[config.mk]
export PLATFORM = sky130hd
export DESIGN_NAME = bus_master_if_flat
export DESIGN_NICKNAME = d
export VERILOG_FILES = /design/src/rtl/bus_master_if_pkg.sv /design/src/rtl/bus_master_if_if.sv /design/src/rtl/bus_master_if_watchdog_cnt.sv /design/src/rtl/bus_master_if.sv /design/src/flat_wrapper.sv
export SDC_FILE = /design/constraint.sdc
export NUM_CORES = 1
export LEC_CHECK = 0
export ABC_AREA = 1
export CAP_MARGIN = 0
export CORE_MARGIN = 5
export CORE_UTILIZATION = 43
export DETAILED_ROUTE_END_ITERATION = 10
export PLACE_DENSITY = 0.93
export REMOVE_ABC_BUFFERS = 1
export SYNTH_ARGS = -nofsm -noshare
export SYNTH_HDL_FRONTEND = slang
export SYNTH_SLANG_ARGS = --single-unit
export TNS_END_PERCENT = 10
[constraint.sdc]
create_clock -name clk -period 3.3 [get_ports clk]
set_input_delay 0.495 -clock clk [delete_from_list [all_inputs] [get_ports clk]]
set_output_delay 0.495 -clock clk [all_outputs]
set_load 0.02 [all_outputs]
[src/rtl/bus_master_if_pkg.sv]
// Shared definitions for the bus master interface unit.
//   WORD_DATA / BUS_SLAVE_ADDR : default data / word-address widths
//   READ / WRITE               : encodings of the rw signals
//   state_e                    : master FSM state encoding
//   wd_width()                 : watchdog counter width for a given TIMEOUT
package bus_master_if_pkg;

  localparam int WORD_DATA      = 32;
  localparam int BUS_SLAVE_ADDR = 30;

  localparam logic READ  = 1'b1;
  localparam logic WRITE = 1'b0;

  typedef enum logic [1:0] {
    IDLE   = 2'd0,
    REQ    = 2'd1,
    ACCESS = 2'd2,
    WAIT   = 2'd3
  } state_e;

  // One extra bit over clog2 so the count can reach TIMEOUT-1 and saturate
  // above it without wrapping; TIMEOUT=0 still yields a legal 1-bit counter.
  function automatic int wd_width(input int unsigned timeout);
    return $clog2(timeout) + 1;
  endfunction

endpackage

[src/rtl/bus_master_if_if.sv]
// Core-side and bus-side signal bundle of one bus master.
//   master : view of the bus_master_if unit (drives cpu_busy/done/err/rd_data
//            and bus_req/addr/as/rw/wr_data)
//   slave  : view of the environment (core + bus arbiter/slave)
interface bus_master_if_if
  import bus_master_if_pkg::*;
#(
  parameter int ADDR_W = BUS_SLAVE_ADDR,
  parameter int DATA_W = WORD_DATA
) ();

  logic              cpu_req;
  logic [ADDR_W-1:0] cpu_addr;
  logic              cpu_rw;
  logic [DATA_W-1:0] cpu_wr_data;
  logic              cpu_busy;
  logic              cpu_done;
  logic              cpu_err;
  logic [DATA_W-1:0] cpu_rd_data;

  logic              bus_req;
  logic              bus_grnt;
  logic [ADDR_W-1:0] bus_addr;
  logic              bus_as;
  logic              bus_rw;
  logic [DATA_W-1:0] bus_wr_data;
  logic              bus_rdy;
  logic [DATA_W-1:0] bus_rd_data;

  modport master (
    input  cpu_req, cpu_addr, cpu_rw, cpu_wr_data,
    output cpu_busy, cpu_done, cpu_err, cpu_rd_data,
    output bus_req, bus_addr, bus_as, bus_rw, bus_wr_data,
    input  bus_grnt, bus_rdy, bus_rd_data
  );

  modport slave (
    output cpu_req, cpu_addr, cpu_rw, cpu_wr_data,
    input  cpu_busy, cpu_done, cpu_err, cpu_rd_data,
    input  bus_req, bus_addr, bus_as, bus_rw, bus_wr_data,
    output bus_grnt, bus_rdy, bus_rd_data
  );

endinterface

[src/rtl/bus_master_if_watchdog_cnt.sv]
// bus_watchdog_cnt: saturating cycle counter that flags an access timeout.
//   clk, rst : clock, synchronous active-high reset
//   clear    : force count to 0 (priority over enable)
//   enable   : count this cycle
//   expire   : count has reached TIMEOUT-1 (never asserted when TIMEOUT=0)
module bus_watchdog_cnt
  import bus_master_if_pkg::*;
#(
  parameter int unsigned TIMEOUT = 256
) (
  input  logic clk,
  input  logic rst,
  input  logic clear,
  input  logic enable,
  output logic expire
);

  localparam int          W      = wd_width(TIMEOUT);
  localparam int unsigned LAST_I = (TIMEOUT > 0) ? TIMEOUT - 1 : 0;
  localparam logic [W-1:0] LAST  = LAST_I[W-1:0];
  localparam logic [W-1:0] MAX   = '1;

  logic [W-1:0] cnt_q, cnt_d;

  always_comb begin
    cnt_d = cnt_q;
    if (clear)                        cnt_d = '0;
    else if (enable && cnt_q != MAX)  cnt_d = cnt_q + 1'b1;
  end

  always_ff @(posedge clk) begin
    if (rst) cnt_q <= '0;
    else     cnt_q <= cnt_d;
  end

  assign expire = (TIMEOUT != 0) && (cnt_q == LAST);

endmodule

[src/rtl/bus_master_if.sv]
// bus_master_if: turns a single-beat core load/store into a bus access
// (req/grnt arbitration, one-cycle address strobe, wait for slave ready),
// with a watchdog that aborts accesses whose slave never answers.
//   clk  : clock
//   rest : synchronous active-high reset
//   bif  : master modport carrying cpu_* (core side) and bus_* (bus side)
// Every output is a flop; next values are computed in one always_comb.
module bus_master_if
  import bus_master_if_pkg::*;
#(
  parameter int ADDR_W  = BUS_SLAVE_ADDR,
  parameter int DATA_W  = WORD_DATA,
  parameter int TIMEOUT = 256
) (
  input  logic            clk,
  input  logic            rest,
  bus_master_if_if.master bif
);

  state_e            state_q, state_d;
  logic              bus_req_q, bus_req_d;
  logic              bus_as_q, bus_as_d;
  logic [ADDR_W-1:0] bus_addr_q, bus_addr_d;
  logic              bus_rw_q, bus_rw_d;
  logic [DATA_W-1:0] bus_wr_data_q, bus_wr_data_d;
  logic              cpu_busy_q, cpu_busy_d;
  logic              cpu_done_q, cpu_done_d;
  logic              cpu_err_q, cpu_err_d;
  logic [DATA_W-1:0] cpu_rd_data_q, cpu_rd_data_d;

  logic wd_clr, wd_en, wd_expire;

  bus_watchdog_cnt #(.TIMEOUT(TIMEOUT)) u_wd (
    .clk    (clk),
    .rst    (rest),
    .clear  (wd_clr),
    .enable (wd_en),
    .expire (wd_expire)
  );

  always_comb begin
    state_d       = state_q;
    bus_req_d     = bus_req_q;
    bus_as_d      = 1'b0;
    bus_addr_d    = bus_addr_q;
    bus_rw_d      = bus_rw_q;
    bus_wr_data_d = bus_wr_data_q;
    cpu_busy_d    = cpu_busy_q;
    cpu_done_d    = 1'b0;
    cpu_err_d     = 1'b0;
    cpu_rd_data_d = cpu_rd_data_q;
    wd_clr        = 1'b0;
    wd_en         = 1'b0;

    unique case (state_q)
      IDLE: begin
        if (bif.cpu_req) begin
          bus_addr_d    = bif.cpu_addr;
          bus_rw_d      = bif.cpu_rw;
          bus_wr_data_d = bif.cpu_wr_data;
          bus_req_d     = 1'b1;
          cpu_busy_d    = 1'b1;
          state_d       = REQ;
        end
      end
      REQ: begin
        // Arbitration wait is unbounded; the watchdog starts at the strobe.
        if (bif.bus_grnt) begin
          bus_as_d = 1'b1;
          wd_clr   = 1'b1;
          state_d  = ACCESS;
        end
      end
      ACCESS, WAIT: begin
        wd_en = 1'b1;
        // Ready wins over a coincident watchdog expiry.
        if (bif.bus_rdy) begin
          bus_req_d  = 1'b0;
          cpu_busy_d = 1'b0;
          cpu_done_d = 1'b1;
          if (bus_rw_q != WRITE) cpu_rd_data_d = bif.bus_rd_data;
          state_d    = IDLE;
        end else if (wd_expire) begin
          bus_req_d  = 1'b0;
          cpu_busy_d = 1'b0;
          cpu_err_d  = 1'b1;
          state_d    = IDLE;
        end else begin
          state_d = WAIT;
        end
      end
      default: state_d = IDLE;
    endcase
  end

  always_ff @(posedge clk) begin
    if (rest) begin
      state_q       <= IDLE;
      bus_req_q     <= 1'b0;
      bus_as_q      <= 1'b0;
      bus_addr_q    <= '0;
      bus_rw_q      <= READ;
      bus_wr_data_q <= '0;
      cpu_busy_q    <= 1'b0;
      cpu_done_q    <= 1'b0;
      cpu_err_q     <= 1'b0;
      cpu_rd_data_q <= '0;
    end else begin
      state_q       <= state_d;
      bus_req_q     <= bus_req_d;
      bus_as_q      <= bus_as_d;
      bus_addr_q    <= bus_addr_d;
      bus_rw_q      <= bus_rw_d;
      bus_wr_data_q <= bus_wr_data_d;
      cpu_busy_q    <= cpu_busy_d;
      cpu_done_q    <= cpu_done_d;
      cpu_err_q     <= cpu_err_d;
      cpu_rd_data_q <= cpu_rd_data_d;
    end
  end

  assign bif.bus_req     = bus_req_q;
  assign bif.bus_as      = bus_as_q;
  assign bif.bus_addr    = bus_addr_q;
  assign bif.bus_rw      = bus_rw_q;
  assign bif.bus_wr_data = bus_wr_data_q;
  assign bif.cpu_busy    = cpu_busy_q;
  assign bif.cpu_done    = cpu_done_q;
  assign bif.cpu_err     = cpu_err_q;
  assign bif.cpu_rd_data = cpu_rd_data_q;

endmodule

[src/flat_wrapper.sv]
// flat-port wrapper written by rule: the top's interface ports become plain ports
module bus_master_if_flat import bus_master_if_pkg::*;
#(
  parameter int ADDR_W  = BUS_SLAVE_ADDR,
  parameter int DATA_W  = WORD_DATA,
  parameter int TIMEOUT = 256
)
  (clk, rest, bif_cpu_req, bif_cpu_addr, bif_cpu_rw, bif_cpu_wr_data, bif_cpu_busy, bif_cpu_done, bif_cpu_err, bif_cpu_rd_data, bif_bus_req, bif_bus_addr, bif_bus_as, bif_bus_rw, bif_bus_wr_data, bif_bus_grnt, bif_bus_rdy, bif_bus_rd_data);
  bus_master_if_if #(.ADDR_W(ADDR_W), .DATA_W(DATA_W)) bif_i ();
  input  logic clk;
  input  logic rest;
  input wire logic [$bits(bif_i.cpu_req)-1:0] bif_cpu_req;
  input wire logic [$bits(bif_i.cpu_addr)-1:0] bif_cpu_addr;
  input wire logic [$bits(bif_i.cpu_rw)-1:0] bif_cpu_rw;
  input wire logic [$bits(bif_i.cpu_wr_data)-1:0] bif_cpu_wr_data;
  output wire logic [$bits(bif_i.cpu_busy)-1:0] bif_cpu_busy;
  output wire logic [$bits(bif_i.cpu_done)-1:0] bif_cpu_done;
  output wire logic [$bits(bif_i.cpu_err)-1:0] bif_cpu_err;
  output wire logic [$bits(bif_i.cpu_rd_data)-1:0] bif_cpu_rd_data;
  output wire logic [$bits(bif_i.bus_req)-1:0] bif_bus_req;
  output wire logic [$bits(bif_i.bus_addr)-1:0] bif_bus_addr;
  output wire logic [$bits(bif_i.bus_as)-1:0] bif_bus_as;
  output wire logic [$bits(bif_i.bus_rw)-1:0] bif_bus_rw;
  output wire logic [$bits(bif_i.bus_wr_data)-1:0] bif_bus_wr_data;
  input wire logic [$bits(bif_i.bus_grnt)-1:0] bif_bus_grnt;
  input wire logic [$bits(bif_i.bus_rdy)-1:0] bif_bus_rdy;
  input wire logic [$bits(bif_i.bus_rd_data)-1:0] bif_bus_rd_data;
  assign bif_i.cpu_req = bif_cpu_req;
  assign bif_i.cpu_addr = bif_cpu_addr;
  assign bif_i.cpu_rw = bif_cpu_rw;
  assign bif_i.cpu_wr_data = bif_cpu_wr_data;
  assign bif_cpu_busy = bif_i.cpu_busy;
  assign bif_cpu_done = bif_i.cpu_done;
  assign bif_cpu_err = bif_i.cpu_err;
  assign bif_cpu_rd_data = bif_i.cpu_rd_data;
  assign bif_bus_req = bif_i.bus_req;
  assign bif_bus_addr = bif_i.bus_addr;
  assign bif_bus_as = bif_i.bus_as;
  assign bif_bus_rw = bif_i.bus_rw;
  assign bif_bus_wr_data = bif_i.bus_wr_data;
  assign bif_i.bus_grnt = bif_bus_grnt;
  assign bif_i.bus_rdy = bif_bus_rdy;
  assign bif_i.bus_rd_data = bif_bus_rd_data;
  bus_master_if #(.ADDR_W(ADDR_W), .DATA_W(DATA_W), .TIMEOUT(TIMEOUT)) u_core (.clk(clk), .rest(rest), .bif(bif_i));
endmodule
### Yosys cells after proc, flatten, opt, wreduce, memory -nomap -nowiden

Cells that the tools add are included.

* add/subtract/negate cells: 1
* eq/ne operators: 8
* multiplexer cells: 14
* bitwise gates (word level): 1
* reductions and logical operators: 11

Operators with widths (count)
* $add 9x1->9 const B: 1
* $eq 9x8->1 const B: 1
* $ne 9x9->1 const B: 1
* $mux 1: 8
* $mux 2: 4
* $pmux 2 s3: 1
* $reduce_and 3->1: 2
* $reduce_or 2->1: 3
* $eq 2x2->1 const B: 2
* $ne 2x2->1 const B: 2
* $reduce_and 2->1: 2
* $ne 3x3->1 const B: 1
* $reduce_or 3->1: 1
* $eq 2x1->1 const B: 1
* $logic_not 2->1: 1
* $pmux 1 s2: 1
* $reduce_bool 2->1: 1
* $logic_and 1x1->1: 1
* $not 1->1: 1

* register bits: 110
* input bits: 100
* output and inout bits: 100

### Depth between registers and ports, before layout

* depth after elaboration: 4
* depth in mapped cells: 12

### By module

Synthesis repeated with hierarchy kept, for this count alone.

* cells, all modules: 593
* area, all modules: 4540.6 sq um

Modules (own cells, without submodules)
* bus_master_if: times used 1, cells an instance 525, area each 4041.4 sq um, sequential area each 2021.9 sq um
* bus_watchdog_cnt: times used 1, cells an instance 68, area each 499.2 sq um, sequential area each 180.2 sq um

### Worst setup path before layout

OpenSTA, ideal clock, no wires.

* path kind: register -> register
* start: reg u_core.u_wd.cnt_q[0]
* end: reg u_core.u_wd.cnt_q[6]
* library setup time: 0.070 ns
* data arrival time: 1.595 ns
* data required time: 3.230 ns
* slack: 1.635 ns
* cell stages (with the launch flop): 13
* period minus slack after synthesis: 1.665 ns
* path through: dfxtp_1 ha_1 nand2_1 nor2_1 nand3_1 nor2_1 ha_1 inv_1 nand2_2 inv_1 nand3_1 nand2_1 a21oi_1

* cells in the longest elaborated chain, start to end: 2
* elaborated cells on any way between the ends: 3

Ends and longest elaborated chain
* start, declared: RTL line bus_master_if_watchdog_cnt.sv:23 `logic [W-1:0] cnt_q, cnt_d;`
* start signal, assigned: RTL line bus_master_if_watchdog_cnt.sv:33 `else cnt_q <= cnt_d;`
* parallel branches: the longest is 2 deep, another holds $add 9x1->9

Several ways; the timed one is not identified.
A chain may end at the register's enable or synchronous reset.

### Worst setup path in the final report

* start: in bif_bus_rdy
* end: reg u_core.cpu_rd_data_q[4] (netlist: u_core.bif.cpu_rd_data[4])

* cells in the longest elaborated chain, start to end: 1

Ends and longest elaborated chain
* start, declared: RTL line flat_wrapper.sv:26 `input wire logic [$bits(bif_i.bus_rdy)-1:0] bif_bus_rdy;`
* $reduce_and 3->1 (no source line)
* end signal, assigned: RTL line bus_master_if.sv:118 `cpu_rd_data_q <= cpu_rd_data_d;`
* end, declared: RTL line bus_master_if.sv:29 `logic [DATA_W-1:0] cpu_rd_data_q, cpu_rd_data_d;`

Every way passes these cells.

==> summary.md <==
| Metric | Value |
|---|---|
| Max clock buf depth | 2 |
| Residual DRC | 0 |
| PwrDens | roughly 470 nW/um2 |
| Synth cell count leaders | 136 x nor2_1, 110 x dfxtp_1, 51 x inv_1 |
| Synth Cell Area | approximately 4100 um2 |
| Die span in y | about 110 um |
| Worst stage delay on the critical path | approximately 0.77 ns |
| Critical path required time | around 3.5 ns |
| Top-count cell post-synth | nor2_1 |
| CP top delay family | simple AND/OR/NAND/NOR gates |
| Crit Path Max Fanout | 64 |
| Post-synth EDFFs | 0 |
| Skew final | about 0.013 ns |
| Maximum VDD drop | approximately 0.00027 V |
| F_max | approximately 450 MHz |
| Slowest-stage cell, CP | nand3_2 |
| Top cell type's share of synthesized area | 0.544 |
| Placer congestion estimate | between 0.8 and 0.9 |
| Largest net degree at the start of global routing | 66 |
| Total power | a little under 0.003 W |
| Kind of critical path | input pin to flop |
| Final Hold Viols | 0 |
| Initial core utilization | 0.441 |
| Layout cell share with drive strength beyond 1 | 0.0414 |
| Crit. End Element | flop |
| Port bufs | approximately 200 |
| Post-CTS Setup Bufs | 0 |
| Ys Warns | 0 |
| CP Launch Type | input pin |
| Synth Instances | 512 |
| Ant. Diodes | 0 |
| CTS buffer count | 9 |
| Drt via density | about 4.9 |
| Final period util | 0.678 |
| Hpwl dp | 8990 um |
| Antenna violations before repair | 0 |
| Cell breakdown of the critical path | clkdlybuf4s50_1 > nand3_2 > o21ai_0 > a21oi_1 |
| Register area share after synthesis | 0.544 |
| Grt ovf | 0 |
| Unique masters post-synth | 24 |
| Pleak | 2.36 nW |
| PostCTS Resize Cnt | 0 |
| Drt total wl | about 12,000 um |
| Clock Sinks | 110 |
| Clock tree root driver cell | clkbuf_8 |
| First-pass GRT wire length | 18,800 um |
| Buf/Inv on CP | 1 |
| Syn_area_per_cell | 7.91 um2 |
| Outcome | finished clean |
| Setup TNS Final | 0 ns |
| Die area | about 11,000 um2 |
| Remaining antenna violation count after routing | 0 |
| Drt pass-1 iters | 4 |
| Clk pin slew, worst setup/hold paths | between 0.1 and 0.15 ns |
| Synth area leader | dfxtp_1 |
| # setup viols final | 0 |
| Chip Width | 107 um |
| H-tree Lvls | 3 |
| Crit path DAT | approximately 2.5 ns |
| Top FF cell, synth | dfxtp_1 |
| Detailed Route Iter0 Violations | between 150 and 200 |
| Fin nets | between 700 and 800 |
| Via Count | 3,974 |
| Hold WC Path Type | flop to flop |
| Worst hold margin | around 0.45 ns |
| Yosys reg bits | 110 |
| Row count | 35 |
| Hold bufs inserted after CTS | 0 |
| Core box area | between 9000 and 10,000 um2 |
| Layout area overhead | 53.3% |
| Worst slew margin | 0.338 |
| I/O pin total | 200 |
| Fin crit period | 2.24 ns |
| Async S/R FF share, synth | 0 |
| Maxcap violations | 0 |
| All-Layer GR Usage | 0.204 |
| Worst-Margin Slew | slightly below 1 ns |
| Worst-Skew Late Latency | approximately 0.36 ns |
| Slew Viols, Final | 0 |
| CTS tree | yes |
| Vias in the first global route | ~3,900 |
| RSZ-0062 raised after global routing | no |
| Drt wl/cell | around 15 um |
| Largest cells by area after synthesis | dfxtp_1 54%, nor2_1 13%, o21ai_1 6.2%, o21ai_0 5.7%, a21oi_1 4.8% |
-- report_power, final --
part	internal, W	switching [W]	leakage (nW)	total, W
Sequential	0.00142	0.0000520	0.903	0.00147
Combinational	0.000328	0.000333	1.36	0.000662
Clock	0.000309	0.000466	0.0967	0.000776
-- worst paths after layout --
kind	to	cells after the start	from	slack [ns]
setup / recovery	u_core.bif.cpu_rd_data[4]	4	bif_bus_rdy	1.06
hold / removal	u_core.bif.cpu_rd_data[19]	2	u_core.bif.cpu_rd_data[19]	0.45
setup reg to reg	u_core.bif.cpu_rd_data[4]	3	u_core.state_q[1]	1.15
hold reg to reg	u_core.bif.cpu_rd_data[19]	2	u_core.bif.cpu_rd_data[19]	0.45
-- cells in the final DEF (no fill, tap or decap), drive strengths merged, types with 2 or more instances in the layout --
master         Yosys  routed
clkbuf            13      10
nand4              2       2
clkdlybuf4s50      0     199
nor3               2       2
ha                 3       3
clkinv             0       2
buf               18       5
nand2             22      22
nand3             12      12
nor2             137     137
dfxtp            110     110
inv               53      56
o21ai             96      96
a21oi             39      39
-- worst register-to-register path, stage by stage, from the launching register on --
cell	delay [ns]
dfxtp_1	0.51
nand3_2	0.82
o21ai_0	0.58
a21oi_1	0.10
-- final cells by class --
| type | instances | area [um2] |
|---|---|---|
| timing repair buffer | 204 | 2030 |
| sequential | 110 | 2200 |
| inverter | 53 | 199 |
| fill | 737 | 2990 |
| clock buffer | 10 | 138 |
| clock inverter | 6 | 52.6 |
| tap | 111 | 139 |
| multi-input combinational | 318 | 1450 |
-- metal layers --
| layer | track usage | share of wire | vias to the layer above |
|---|---|---|---|
| met4 | 0.0968 | 0.035 | 0 |
| met5 | 0 | 0 | - |
| li1 | - | - | 1996 |
| met1 | 0.222 | 0.39 | 1798 |
| met3 | 0.0560 | 0.072 | 37 |
| met2 | 0.366 | 0.51 | 143 |
-- cell families after synthesis --
group,count (synthesis),share of synthesized area
AO/OA/AOI/OAI,135,0.167
XOR/XNOR,2,0.00432
flip-flops,110,0.544
buffers and inverters,84,0.0985
adder cells (fa/ha/maj),3,0.00927
AND/OR/NAND/NOR,178,0.178
-- flip-flops by register name (all words and copies together) (netlist names) --
| signal | flops |
|---|---|
| u_core.bif.cpu_rd_data | 32 |
| u_core.bif.bus_rw | 1 |
| u_core.bif.cpu_err | 1 |
| u_core.state_q | 2 |
| u_core.u_wd.cnt_q | 9 |
| u_core.bif.bus_addr | 30 |
| u_core.bif.bus_wr_data | 32 |
| u_core.bif.cpu_busy | 1 |
| u_core.bif.bus_as | 1 |
| u_core.bif.cpu_done | 1 |
-- per-stage QoR --
| step | util | worst slack (ns) | instance area [um2] | std cells |
|---|---|---|---|---|
| 2_1_floorplan | - | 1.30 | 3850 | 481 |
| 3_3_place_gp | 0.655 | 0.921 | 6020 | 796 |
| 3_5_place_dp | 0.655 | 0.674 | 6020 | 796 |
| 4_1_cts | 0.675 | 1.08 | 6210 | 812 |
| 5_1_grt | 0.675 | 0.815 | 6210 | 812 |
| 6_report | 0.675 | 1.06 | 6210 | 812 |
(Power assumes the default switching activity.)
